==> src/rtl/argon_regfile_sb_if.sv <==
// Register-file request/response bundle: operand reads, destination
// reservations, write-back, flag updates and the scoreboard view.
interface argon_regfile_sb_if #(
  parameter int DATA_WIDTH = 16,
  parameter int NUM_REGS   = 8,
  parameter int FLAG_BITS  = 8
);
  localparam int IDX_W = $clog2(NUM_REGS);

  logic                  i_rd_req;
  logic [IDX_W-1:0]      i_rd_idx_a;
  logic [IDX_W-1:0]      i_rd_idx_b;
  logic                  o_rd_stall;
  logic                  o_rd_valid;
  logic [DATA_WIDTH-1:0] o_rd_data_a;
  logic [DATA_WIDTH-1:0] o_rd_data_b;

  logic                  i_rsv_valid;
  logic [IDX_W-1:0]      i_rsv_idx;
  logic                  o_rsv_ready;

  logic                  i_wr_valid;
  logic [IDX_W-1:0]      i_wr_idx;
  logic [DATA_WIDTH-1:0] i_wr_data;
  logic                  i_flag_wr;
  logic [FLAG_BITS-1:0]  i_flag_data;

  logic [NUM_REGS-1:0]   o_busy;

  modport slave (
    input  i_rd_req, i_rd_idx_a, i_rd_idx_b,
    output o_rd_stall, o_rd_valid, o_rd_data_a, o_rd_data_b,
    input  i_rsv_valid, i_rsv_idx,
    output o_rsv_ready,
    input  i_wr_valid, i_wr_idx, i_wr_data, i_flag_wr, i_flag_data,
    output o_busy
  );

  modport master (
    output i_rd_req, i_rd_idx_a, i_rd_idx_b,
    input  o_rd_stall, o_rd_valid, o_rd_data_a, o_rd_data_b,
    output i_rsv_valid, i_rsv_idx,
    input  o_rsv_ready,
    output i_wr_valid, i_wr_idx, i_wr_data, i_flag_wr, i_flag_data,
    input  o_busy
  );
endinterface

==> src/rtl/argon_regfile_sb.sv <==
// Scoreboarded register file: r0 hard zero, per-register busy bits, 1-cycle reads.
// Define REGFILE_BYPASS_EN to forward same-cycle write-back data into reads.

module argon_regfile_sb_cell #(
  parameter int DATA_WIDTH = 16,
  parameter int FLAG_BITS  = 8
) (
  input  logic                  i_Clk,
  input  logic                  i_Reset,
  input  logic                  i_wr_en,
  input  logic [DATA_WIDTH-1:0] i_wr_data,
  input  logic                  i_flag_en,
  input  logic [FLAG_BITS-1:0]  i_flag_data,
  input  logic                  i_rsv_set,
  output logic [DATA_WIDTH-1:0] o_data,
  output logic                  o_busy
);
  logic [DATA_WIDTH-1:0] data_d, data_q;
  logic                  busy_d, busy_q;

  // Flag field is applied after the full write so it owns the low bits.
  always_comb begin
    data_d = data_q;
    if (i_wr_en)   data_d = i_wr_data;
    if (i_flag_en) data_d[FLAG_BITS-1:0] = i_flag_data;
    busy_d = busy_q;
    if (i_wr_en)   busy_d = 1'b0;
    if (i_rsv_set) busy_d = 1'b1;
  end

  always_ff @(posedge i_Clk or posedge i_Reset) begin
    if (i_Reset) begin
      data_q <= '0;
      busy_q <= 1'b0;
    end else begin
      data_q <= data_d;
      busy_q <= busy_d;
    end
  end

  assign o_data = data_q;
  assign o_busy = busy_q;
endmodule

module argon_regfile_sb #(
  parameter int DATA_WIDTH = 16,
  parameter int NUM_REGS   = 8,
  parameter int F_IDX      = 7,
  parameter int FLAG_BITS  = 8,
  localparam int IDX_W     = $clog2(NUM_REGS)
) (
  input  logic i_Clk,
  input  logic i_Reset,
  argon_regfile_sb_if.slave bus
);
  localparam logic [IDX_W-1:0] F_SEL = IDX_W'(F_IDX);

  logic [NUM_REGS-1:0][DATA_WIDTH-1:0] regs;
  logic [NUM_REGS-1:0]                 busy;

  logic [DATA_WIDTH-1:0] src_a, src_b;
  logic                  blk_a, blk_b;
  logic                  stall, rd_acc, rsv_ok;

  logic                  rd_valid_d, rd_valid_q;
  logic [DATA_WIDTH-1:0] rd_data_a_d, rd_data_a_q;
  logic [DATA_WIDTH-1:0] rd_data_b_d, rd_data_b_q;

  assign regs[0] = '0;
  assign busy[0] = 1'b0;

  genvar gi;
  generate
    for (gi = 1; gi < NUM_REGS; gi++) begin : g_reg
      argon_regfile_sb_cell #(
        .DATA_WIDTH (DATA_WIDTH),
        .FLAG_BITS  (FLAG_BITS)
      ) u_cell (
        .i_Clk       (i_Clk),
        .i_Reset     (i_Reset),
        .i_wr_en     (bus.i_wr_valid && (bus.i_wr_idx == IDX_W'(gi))),
        .i_wr_data   (bus.i_wr_data),
        .i_flag_en   (bus.i_flag_wr && (gi == F_IDX)),
        .i_flag_data (bus.i_flag_data),
        .i_rsv_set   (rsv_ok && (bus.i_rsv_idx == IDX_W'(gi))),
        .o_data      (regs[gi]),
        .o_busy      (busy[gi])
      );
    end
  endgenerate

`ifdef REGFILE_BYPASS_EN
  logic [DATA_WIDTH-1:0] wr_merged;
  logic                  byp_a, byp_b;

  // Forwarded value must look exactly like what the register will hold next.
  always_comb begin
    wr_merged = bus.i_wr_data;
    if (bus.i_flag_wr && (bus.i_wr_idx == F_SEL))
      wr_merged[FLAG_BITS-1:0] = bus.i_flag_data;
  end

  assign byp_a = bus.i_wr_valid && (bus.i_wr_idx == bus.i_rd_idx_a) && (bus.i_rd_idx_a != '0);
  assign byp_b = bus.i_wr_valid && (bus.i_wr_idx == bus.i_rd_idx_b) && (bus.i_rd_idx_b != '0);

  assign src_a = byp_a ? wr_merged : regs[bus.i_rd_idx_a];
  assign src_b = byp_b ? wr_merged : regs[bus.i_rd_idx_b];
  assign blk_a = busy[bus.i_rd_idx_a] && !byp_a;
  assign blk_b = busy[bus.i_rd_idx_b] && !byp_b;
`else
  assign src_a = regs[bus.i_rd_idx_a];
  assign src_b = regs[bus.i_rd_idx_b];
  assign blk_a = busy[bus.i_rd_idx_a];
  assign blk_b = busy[bus.i_rd_idx_b];
`endif

  assign stall  = bus.i_rd_req && (blk_a || blk_b);
  assign rd_acc = bus.i_rd_req && !stall;
  // r0 is never busy, so a reservation to it is always ready and sets nothing.
  assign rsv_ok = bus.i_rsv_valid && !busy[bus.i_rsv_idx];

  always_comb begin
    rd_valid_d  = rd_acc;
    rd_data_a_d = rd_data_a_q;
    rd_data_b_d = rd_data_b_q;
    if (rd_acc) begin
      rd_data_a_d = src_a;
      rd_data_b_d = src_b;
    end
  end

  always_ff @(posedge i_Clk or posedge i_Reset) begin
    if (i_Reset) begin
      rd_valid_q  <= 1'b0;
      rd_data_a_q <= '0;
      rd_data_b_q <= '0;
    end else begin
      rd_valid_q  <= rd_valid_d;
      rd_data_a_q <= rd_data_a_d;
      rd_data_b_q <= rd_data_b_d;
    end
  end

  assign bus.o_rd_stall  = stall;
  assign bus.o_rsv_ready = rsv_ok;
  assign bus.o_rd_valid  = rd_valid_q;
  assign bus.o_rd_data_a = rd_data_a_q;
  assign bus.o_rd_data_b = rd_data_b_q;
  assign bus.o_busy      = busy;
endmodule

==> src/flat_wrapper.sv <==
// flat-port wrapper written by rule: the top's interface ports become plain ports
module argon_regfile_sb_flat 
#(
  parameter int DATA_WIDTH = 16,
  parameter int NUM_REGS   = 8,
  parameter int F_IDX      = 7,
  parameter int FLAG_BITS  = 8,
  localparam int IDX_W     = $clog2(NUM_REGS)
)
  (i_Clk, i_Reset, bus_i_rd_req, bus_i_rd_idx_a, bus_i_rd_idx_b, bus_o_rd_stall, bus_o_rd_valid, bus_o_rd_data_a, bus_o_rd_data_b, bus_i_rsv_valid, bus_i_rsv_idx, bus_o_rsv_ready, bus_i_wr_valid, bus_i_wr_idx, bus_i_wr_data, bus_i_flag_wr, bus_i_flag_data, bus_o_busy);
  argon_regfile_sb_if #(.DATA_WIDTH(DATA_WIDTH), .NUM_REGS(NUM_REGS), .FLAG_BITS(FLAG_BITS)) bus_i ();
  input  logic i_Clk;
  input  logic i_Reset;
  input wire logic [$bits(bus_i.i_rd_req)-1:0] bus_i_rd_req;
  input wire logic [$bits(bus_i.i_rd_idx_a)-1:0] bus_i_rd_idx_a;
  input wire logic [$bits(bus_i.i_rd_idx_b)-1:0] bus_i_rd_idx_b;
  output wire logic [$bits(bus_i.o_rd_stall)-1:0] bus_o_rd_stall;
  output wire logic [$bits(bus_i.o_rd_valid)-1:0] bus_o_rd_valid;
  output wire logic [$bits(bus_i.o_rd_data_a)-1:0] bus_o_rd_data_a;
  output wire logic [$bits(bus_i.o_rd_data_b)-1:0] bus_o_rd_data_b;
  input wire logic [$bits(bus_i.i_rsv_valid)-1:0] bus_i_rsv_valid;
  input wire logic [$bits(bus_i.i_rsv_idx)-1:0] bus_i_rsv_idx;
  output wire logic [$bits(bus_i.o_rsv_ready)-1:0] bus_o_rsv_ready;
  input wire logic [$bits(bus_i.i_wr_valid)-1:0] bus_i_wr_valid;
  input wire logic [$bits(bus_i.i_wr_idx)-1:0] bus_i_wr_idx;
  input wire logic [$bits(bus_i.i_wr_data)-1:0] bus_i_wr_data;
  input wire logic [$bits(bus_i.i_flag_wr)-1:0] bus_i_flag_wr;
  input wire logic [$bits(bus_i.i_flag_data)-1:0] bus_i_flag_data;
  output wire logic [$bits(bus_i.o_busy)-1:0] bus_o_busy;
  assign bus_i.i_rd_req = bus_i_rd_req;
  assign bus_i.i_rd_idx_a = bus_i_rd_idx_a;
  assign bus_i.i_rd_idx_b = bus_i_rd_idx_b;
  assign bus_o_rd_stall = bus_i.o_rd_stall;
  assign bus_o_rd_valid = bus_i.o_rd_valid;
  assign bus_o_rd_data_a = bus_i.o_rd_data_a;
  assign bus_o_rd_data_b = bus_i.o_rd_data_b;
  assign bus_i.i_rsv_valid = bus_i_rsv_valid;
  assign bus_i.i_rsv_idx = bus_i_rsv_idx;
  assign bus_o_rsv_ready = bus_i.o_rsv_ready;
  assign bus_i.i_wr_valid = bus_i_wr_valid;
  assign bus_i.i_wr_idx = bus_i_wr_idx;
  assign bus_i.i_wr_data = bus_i_wr_data;
  assign bus_i.i_flag_wr = bus_i_flag_wr;
  assign bus_i.i_flag_data = bus_i_flag_data;
  assign bus_o_busy = bus_i.o_busy;
  argon_regfile_sb #(.DATA_WIDTH(DATA_WIDTH), .NUM_REGS(NUM_REGS), .F_IDX(F_IDX), .FLAG_BITS(FLAG_BITS)) u_core (.i_Clk(i_Clk), .i_Reset(i_Reset), .bus(bus_i));
endmodule
==> config.mk <==
export PLATFORM = sky130hd
export DESIGN_NAME = argon_regfile_sb_flat
export DESIGN_NICKNAME = d
export VERILOG_FILES = /design/src/rtl/argon_regfile_sb_if.sv /design/src/rtl/argon_regfile_sb.sv /design/src/flat_wrapper.sv
export SDC_FILE = /design/constraint.sdc
export NUM_CORES = 1
export LEC_CHECK = 0
export CORE_ASPECT_RATIO = 1.1
export CORE_MARGIN = 2
export CORE_UTILIZATION = 50
export CTS_BUF_LIST = sky130_fd_sc_hd__clkbuf_16
export CTS_CLUSTER_DIAMETER = 60
export DETAILED_ROUTE_END_ITERATION = 16
export PLACE_DENSITY_LB_ADDON = 0.05
export SLEW_MARGIN = 15
export SYNTH_ARGS = -nofsm -noshare
export SYNTH_HDL_FRONTEND = slang
export SYNTH_SLANG_ARGS = --single-unit
==> constraint.sdc <==
create_clock -name i_Clk -period 11.9 [get_ports i_Clk]
set_clock_uncertainty 0.2 [all_clocks]
set_input_delay 2.38 -clock i_Clk [delete_from_list [all_inputs] [get_ports i_Clk]]
set_output_delay 2.38 -clock i_Clk [all_outputs]
set_load 0.02 [all_outputs]
==> results of run 1 <==
==> placed cells by master, fill, tap and decap left out, types with 6 or more instances in the layout <==
cell / n
sky130_fd_sc_hd__mux4_2: 35
sky130_fd_sc_hd__nand2b_1: 6
sky130_fd_sc_hd__nand2_1: 50
sky130_fd_sc_hd__o21ai_0: 38
sky130_fd_sc_hd__mux2_2: 139
sky130_fd_sc_hd__clkbuf_16: 17
sky130_fd_sc_hd__mux2i_1: 15
sky130_fd_sc_hd__dfrtp_1: 152
sky130_fd_sc_hd__a22oi_1: 32
sky130_fd_sc_hd__clkdlybuf4s50_1: 80
sky130_fd_sc_hd__mux2_4: 29
sky130_fd_sc_hd__o31ai_1: 6
sky130_fd_sc_hd__buf_4: 15
==> logic make-up (layout without fill, tap and decap cells) <==
kind of cell / after synthesis / count (layout) / share of synthesized area, %
AO/OA/AOI/OAI: 82 / 82 / 6.531
flip-flops: 152 / 152 / 48.19
buffers and inverters: 53 / 132 / 3.884
AND/OR/NAND/NOR: 67 / 67 / 4.106
multiplexers: 218 / 218 / 37.24
other: 1 / 1 / 0.04751
==> metal layers <==
layer  track usage [%]  part of all wire [%]  up-vias
met5                 0                     0        -
met4             8.333                   1.9        0
met3             4.882                   4.3       27
met2             37.09                    50      128
met1             30.61                    44     2565
li1                  -                     -     2269
==> worst max-delay path: stages <==
cell,delay [ns]
sky130_fd_sc_hd__clkdlybuf4s50_1,0.45
sky130_fd_sc_hd__buf_4,0.42
sky130_fd_sc_hd__mux4_2,0.61
sky130_fd_sc_hd__a21boi_0,0.23
sky130_fd_sc_hd__clkdlybuf4s50_1,0.64
==> final cells by class <==
type | count | area [um2] | share of cell area [%]
tap | 200 | 250.2 | 2.650
timing repair buffer | 98 | 928.4 | 9.832
multi-input combinational | 368 | 3812 | 40.37
sequential | 152 | 3804 | 40.28
clock buffer | 17 | 425.4 | 4.505
inverter | 2 | 12.51 | 0.1325
clock inverter | 15 | 210.2 | 2.226
==> through the flow <==
step	setup slack, ns	hold slack, ns	instance area [um2]
after global routing	4.457	0.3277	9443
after floorplan	5.227	0.2906	7893
after detailed placement	4.565	0.2915	8807
final	4.582	0.3054	9443
after CTS	4.571	0.3096	9443
after global placement	4.574	0.2918	8807
==> worst max path at each step <==
stage	startpoint	slack (ns)	endpoint
final	bus_i_rd_idx_a[1]	4.58	bus_o_rd_stall
after global placement	bus_i_rd_idx_a[1]	4.57	bus_o_rd_stall
after detailed placement	bus_i_rd_idx_a[1]	4.56	bus_o_rd_stall
after global routing	bus_i_rd_idx_b[1]	4.46	bus_o_rd_stall
after floorplan	i_Reset	5.23	u_core.bus.o_rd_data_a[0]
after CTS	bus_i_rd_idx_a[1]	4.57	bus_o_rd_stall
==> state kept, by name, summed over array words and instances, names as in the netlist <==
name and cells:
u_core.bus.o_rd_data_b 16, u_core.bus.o_rd_data_a 16, u_core.g.u_cell.o_busy 7, u_core.bus.o_rd_valid 1, u_core.g.u_cell.o_data 112
==> power groups by stage <==
| stage | Sequential, uW | Combinational (uW) | Clock (uW) |
|---|---|---|---|
| 6_report | 756 | 577 | 580 |
| 5_1_grt | 777 | 620 | 613 |
| 4_1_cts | 755 | 584 | 591 |
| 3_5_place_dp | 762 | 581 | 0 |
| 3_3_place_gp | 753 | 571 | 0 |
| 2_1_floorplan | 801 | 342 | 0 |
==> impl_metrics.csv, run 1 <==
group,metric,value,unit
floorplan,boundaryPins,85,
synth,ys_seq_area_share,48.19,%
place,port_buffers,83,
worst_setup_path,worstSetupStartpointType,"primary input",
floorplan,placeable_core_region,15550,um2
cts,cts_buffers,17,
routing,drcViolationCount,0,
global_route,largest_net_degree_at_the_start_of_global_routing,81,
floorplan,fp.dieW,123.8,um
place,numPlacedInstances,820,
floorplan,placement_rows,48,
power,p_seq_share,39.5,%
floorplan,floorplan.die.height,135.8,um
worst_setup_path,reg2reg_from,"u_core.g_reg[7].u_cell.o_busy",
synth,synthTopCellsByArea,"sky130_fd_sc_hd__dfrtp_1, sky130_fd_sc_hd__mux2_2, sky130_fd_sc_hd__mux4_2",
worst_setup_path,crit_fanout,34,
global_route,grt_first_pass_wirelength,28.39,mm
global_route,track_usage,22.98,%
synth,yosysMostFrequentCell,"sky130_fd_sc_hd__dfrtp_1",
synth,synthDominantAreaCellType,"sky130_fd_sc_hd__dfrtp_1",
sta,maxSlewViolCount,0,
sta,fin_crit,7.318,ns
synth,ys_ff_latch,152,
power,total_power,1913,uW
routing,vias_per_cell,5.856,
floorplan,design.die.area,16810,um2
routing,wl_per_cell,21.21,um
min_path,min_path_cells,1,
cts,worst_setup_hold_path_clk_slew,0.06,ns
synth,post_synth_instance_area,7893,um2
synth,avgSynthCellArea,13.77,um2
run,drv_cap,0,
cts,cts.sink_count,152,
synth,synth_cell_type_count,30,
routing,drt_wl_total,18.07,mm
sta,fin_crit_sh,61.49,%
sta,slew_headroom,32.51,%
routing,count_of_vias_placed_by_the_detailed_router,4989,
final_layout,nets,681,
routing,dr.first_iter.drc_count,307,
global_route,grt_remaining_overflow,0,
worst_setup_path,worst_setup_path_end_kind,"output port",
sta,fmax,0.1367,GHz
global_route,grt_antenna_before_repair,0,
worst_setup_path,worstReg2RegEnd,"u_core.bus.o_rd_data_a[8]",
final_layout,stdcell_count,852,
power,clkPwrFrac,30.3,%
synth,mappedNetlistNets,615,
power,internal_power,1369,uW
power,max-vdd-ir-drop,0.1036,mV
final_layout,antenna-diode-count,0,
synth,synth_flop_cell,"sky130_fd_sc_hd__dfrtp_1",
final_layout,final_core_utilization,60.71,%
min_path,min-delay-path-class,"register to register",
synth,synth_top_cells_by_count,"sky130_fd_sc_hd__dfrtp_1, sky130_fd_sc_hd__mux2_2, sky130_fd_sc_hd__nand2_1",
sta,final.setup.tns,0,ns
routing,detail-route-antenna-nets,0,
final_layout,drive_gt1_share,39.11,%
power,combPwrFrac,30.2,%
cts,htree_num_levels,4,
sta,setup_viol,0,
power,total_leakage_power,0.004059,uW
power,powerDensity,202.6,nW/um2
synth,yosys.area.top_type_share,48.19,%
cts,clock-root-buffer,"sky130_fd_sc_hd__clkbuf_16",
worst_setup_path,r2r_cells,4,
global_route,grt_pass1_vias,5090,
min_path,min-delay-start,"u_core.bus.o_rd_data_a[0]",
final_layout,fillerInstances,1207,
cts,ctsLongestPathBuffers,2,
run_status,outcome,"complete, no violations",
power,total_switching_power,544.3,uW
synth,share_of_flip_flops_with_an_asynchronous_set_or_reset,100.0,%
place,place_hpwl,10.83,mm
sta,grt_setup_unrepaired,"false",
final_layout,area_growth,19.64,%
worst_setup_path,data_arrival_time_of_the_worst_path,4.74,ns
cts,cts_resized,0,
cts,tritoncts,"yes",
min_path,min_delay_worst_endpoint,"u_core.bus.o_rd_data_a[0]",
worst_setup_path,critical_path_class,"primary input to output port",
sta,finalHoldViolations,0,
synth,synth_cells,573,
worst_setup_path,register_to_register_setup_slack,9.49,ns
sta,timing_worst_slew_pin_value,1.012,ns
synth,yosysWarningCount,0,
routing,dr.pass1.iters,4,
cts,postCtsSetupRepairBufs,0,
power,power.switching_fraction,28.46,%
cts,clock_insertion_delay_worst_skew,0.43,ns
floorplan,initial_util,50.74,%
worst_setup_path,cp.required,9.32,ns
synth,synth-edff-count,0,
cts,hold_fix_buffers_at_cts,0,
place,place.gp.congestion,0.7734,
(Power assumes the default switching activity.)
==> run 2, diff against run 1 <==
clock period = 7.2 ns   (was 11.9 ns; I/O delays follow)
==> impl_metrics.csv, run 2 (synthesized netlist as in run 1, its figures left out) <==
group,metric,value,unit
run_status,outcome,"complete, no violations",
cts,htree_num_levels,4,
cts,cts_buffers,17,
worst_setup_path,critPathMaxStageDelay,0.64,ns
power,total_switching_power,889.9,uW
run,drv_cap,0,
routing,vias_per_cell,5.894,
sta,final.setup.tns,0,ns
global_route,track_usage,23.66,%
final_layout,mostFrequentLayoutCells,"sky130_fd_sc_hd__dfrtp_1, sky130_fd_sc_hd__mux2_2, sky130_fd_sc_hd__clkdlybuf4s50_1, sky130_fd_sc_hd__nand2_1, sky130_fd_sc_hd__o21ai_0",
routing,drt_wl_total,18.34,mm
floorplan,initial_util,50.74,%
final_layout,stdcell_count,851,
sta,slew_headroom,38.85,%
cts,cts.sink_count,152,
cts,clock-root-buffer,"sky130_fd_sc_hd__clkbuf_16",
place,placement.setup.worst_slack,2.065,ns
worst_setup_path,crit_fanout,33,
floorplan,boundaryPins,85,
worst_setup_path,worstSetupStartpointType,"primary input",
global_route,grt_pass1_vias,5351,
power,total_leakage_power,0.004031,uW
sta,fmax,0.1944,GHz
place,numPlacedInstances,821,
final_layout,final_core_utilization,60.30,%
cts,worst_setup_hold_path_clk_slew,0.06,ns
power,powerDensity,327.9,nW/um2
final_layout,antenna-diode-count,0,
sta,finalHoldViolations,0,
sta,grt_setup_unrepaired,"false",
worst_setup_path,data_arrival_time_of_the_worst_path,3.50,ns
routing,count_of_vias_placed_by_the_detailed_router,5016,
place,port_buffers,83,
global_route,grt_remaining_overflow,0,
final_layout,drive_gt1_share,38.71,%
final_layout,fillerInstances,1259,
routing,detail-route-antenna-nets,0,
power,power.switching_fraction,28.94,%
min_path,min-delay-path-class,"register to register",
place,place_hpwl,11.26,mm
floorplan,placement_rows,48,
power,p_seq_share,40.7,%
sta,fin_crit_sh,71.45,%
global_route,largest_net_degree_at_the_start_of_global_routing,99,
global_route,grt_antenna_before_repair,0,
final_layout,layout_commonest_cell,"sky130_fd_sc_hd__dfrtp_1",
floorplan,floorplan.die.height,135.8,um
routing,wl_per_cell,21.55,um
power,combPwrFrac,31.0,%
global_route,grt_first_pass_wirelength,29.70,mm
sta,maxSlewViolCount,0,
worst_setup_path,cp_slowest_cell,"sky130_fd_sc_hd__clkdlybuf4s50_1",
floorplan,placeable_core_region,15550,um2
sta,timing_worst_slew_pin_value,0.9173,ns
worst_setup_path,critical_path_class,"primary input to output port",
sta,setup_viol,0,
cts,postCtsSetupRepairBufs,0,
final_layout,nets,682,
cts,ctsLongestPathBuffers,2,
worst_setup_path,timing.critical_path.mode_cell,"sky130_fd_sc_hd__clkdlybuf4s50_1",
routing,dr.first_iter.drc_count,290,
power,total_power,3075,uW
sta,fin_crit,5.144,ns
power,clkPwrFrac,28.3,%
sta,final_ws_setup,2.056,ns
cts,tritoncts,"yes",
power,max-vdd-ir-drop,0.2042,mV
cts,clock_insertion_delay_worst_skew,0.42,ns
floorplan,design.die.area,16810,um2
worst_setup_path,cell_chain_critical_path,"clkdlybuf4s50_1 > buf_4 > mux4_2 > a21boi_0 > clkdlybuf4s50_1",
routing,dr.pass1.iters,4,
floorplan,fp.dieW,123.8,um
cts,cts_resized,0,
worst_setup_path,cp.required,5.56,ns
cts,hold_fix_buffers_at_cts,0,
routing,drcViolationCount,0,
place,place.gp.congestion,0.8479,
final_layout,area_growth,18.85,%
worst_setup_path,worst_setup_path_end_kind,"output port",
power,internal_power,2185,uW
final_layout,largest_register_ff_count,112,
-- run 2: changes by cell type in the layout (fill, tap and decap cells not counted), sizes merged --
cell    previous run  this run
bufinv             5         3
buf               18        19
-- run 2: metal layers --
metal	wire length, um	global-route usage (%)	part of all wire [%]
met1	8189	31.98	45
met3	652	4.545	3.6
met2	9249	38.77	50
met5	0	0	0
met4	246	7.071	1.3
-- run 2: worst paths after layout --
check                                         startpoint                               end  slack [ns]  cells past startpoint
max in group asynchronous                        i_Reset  u_core.g_reg[3].u_cell.o_data[8]        4.11                      3
setup reg to reg           u_core.g_reg[6].u_cell.o_busy         u_core.bus.o_rd_data_a[8]        4.83                      4
hold / removal                 u_core.bus.o_rd_data_a[7]         u_core.bus.o_rd_data_a[7]        0.30                      1
min in group asynchronous                        i_Reset         u_core.bus.o_rd_data_b[7]        1.39                      2
setup / recovery                       bus_i_rd_idx_b[2]                    bus_o_rd_stall        2.06                      5
hold reg to reg                u_core.bus.o_rd_data_a[7]         u_core.bus.o_rd_data_a[7]        0.30                      1
-- run 2: power by group through the flow --
stage | clock network [uW] | registers (uW) | logic [uW]
3_5_place_dp | 0 | 1260 | 962
3_3_place_gp | 0 | 1240 | 944
4_1_cts | 886 | 1250 | 966
5_1_grt | 921 | 1280 | 1030
6_report | 870 | 1250 | 955
2_1_floorplan | 0 | 1320 | 565
-- run 2: final cells by class --
cell class	instances	area (um2)	share of cell area (%)
multi-input cells	368	3812	40.64
flip-flops and latches	152	3804	40.55
well taps	200	250.2	2.668
clock inverters	13	140.1	1.494
inverters	2	12.51	0.1334
clock buffers	17	425.4	4.535
repair buffers	99	935.9	9.977
-- run 2: critical path: cells and delay by family --
family | cells | cell delay (ns)
multiplexers | 1 | 0.41
buffers and inverters | 3 | 1.44
AO/OA/AOI/OAI | 1 | 0.20
-- run 2: stage by stage --
step / area, um2 / hold WS, ns
3_5_place_dp: 8815 / 0.2929
5_1_grt: 9380 / 0.3156
6_report: 9380 / 0.3037
4_1_cts: 9380 / 0.3078
2_1_floorplan: 7893 / 0.2906
3_3_place_gp: 8815 / 0.2908
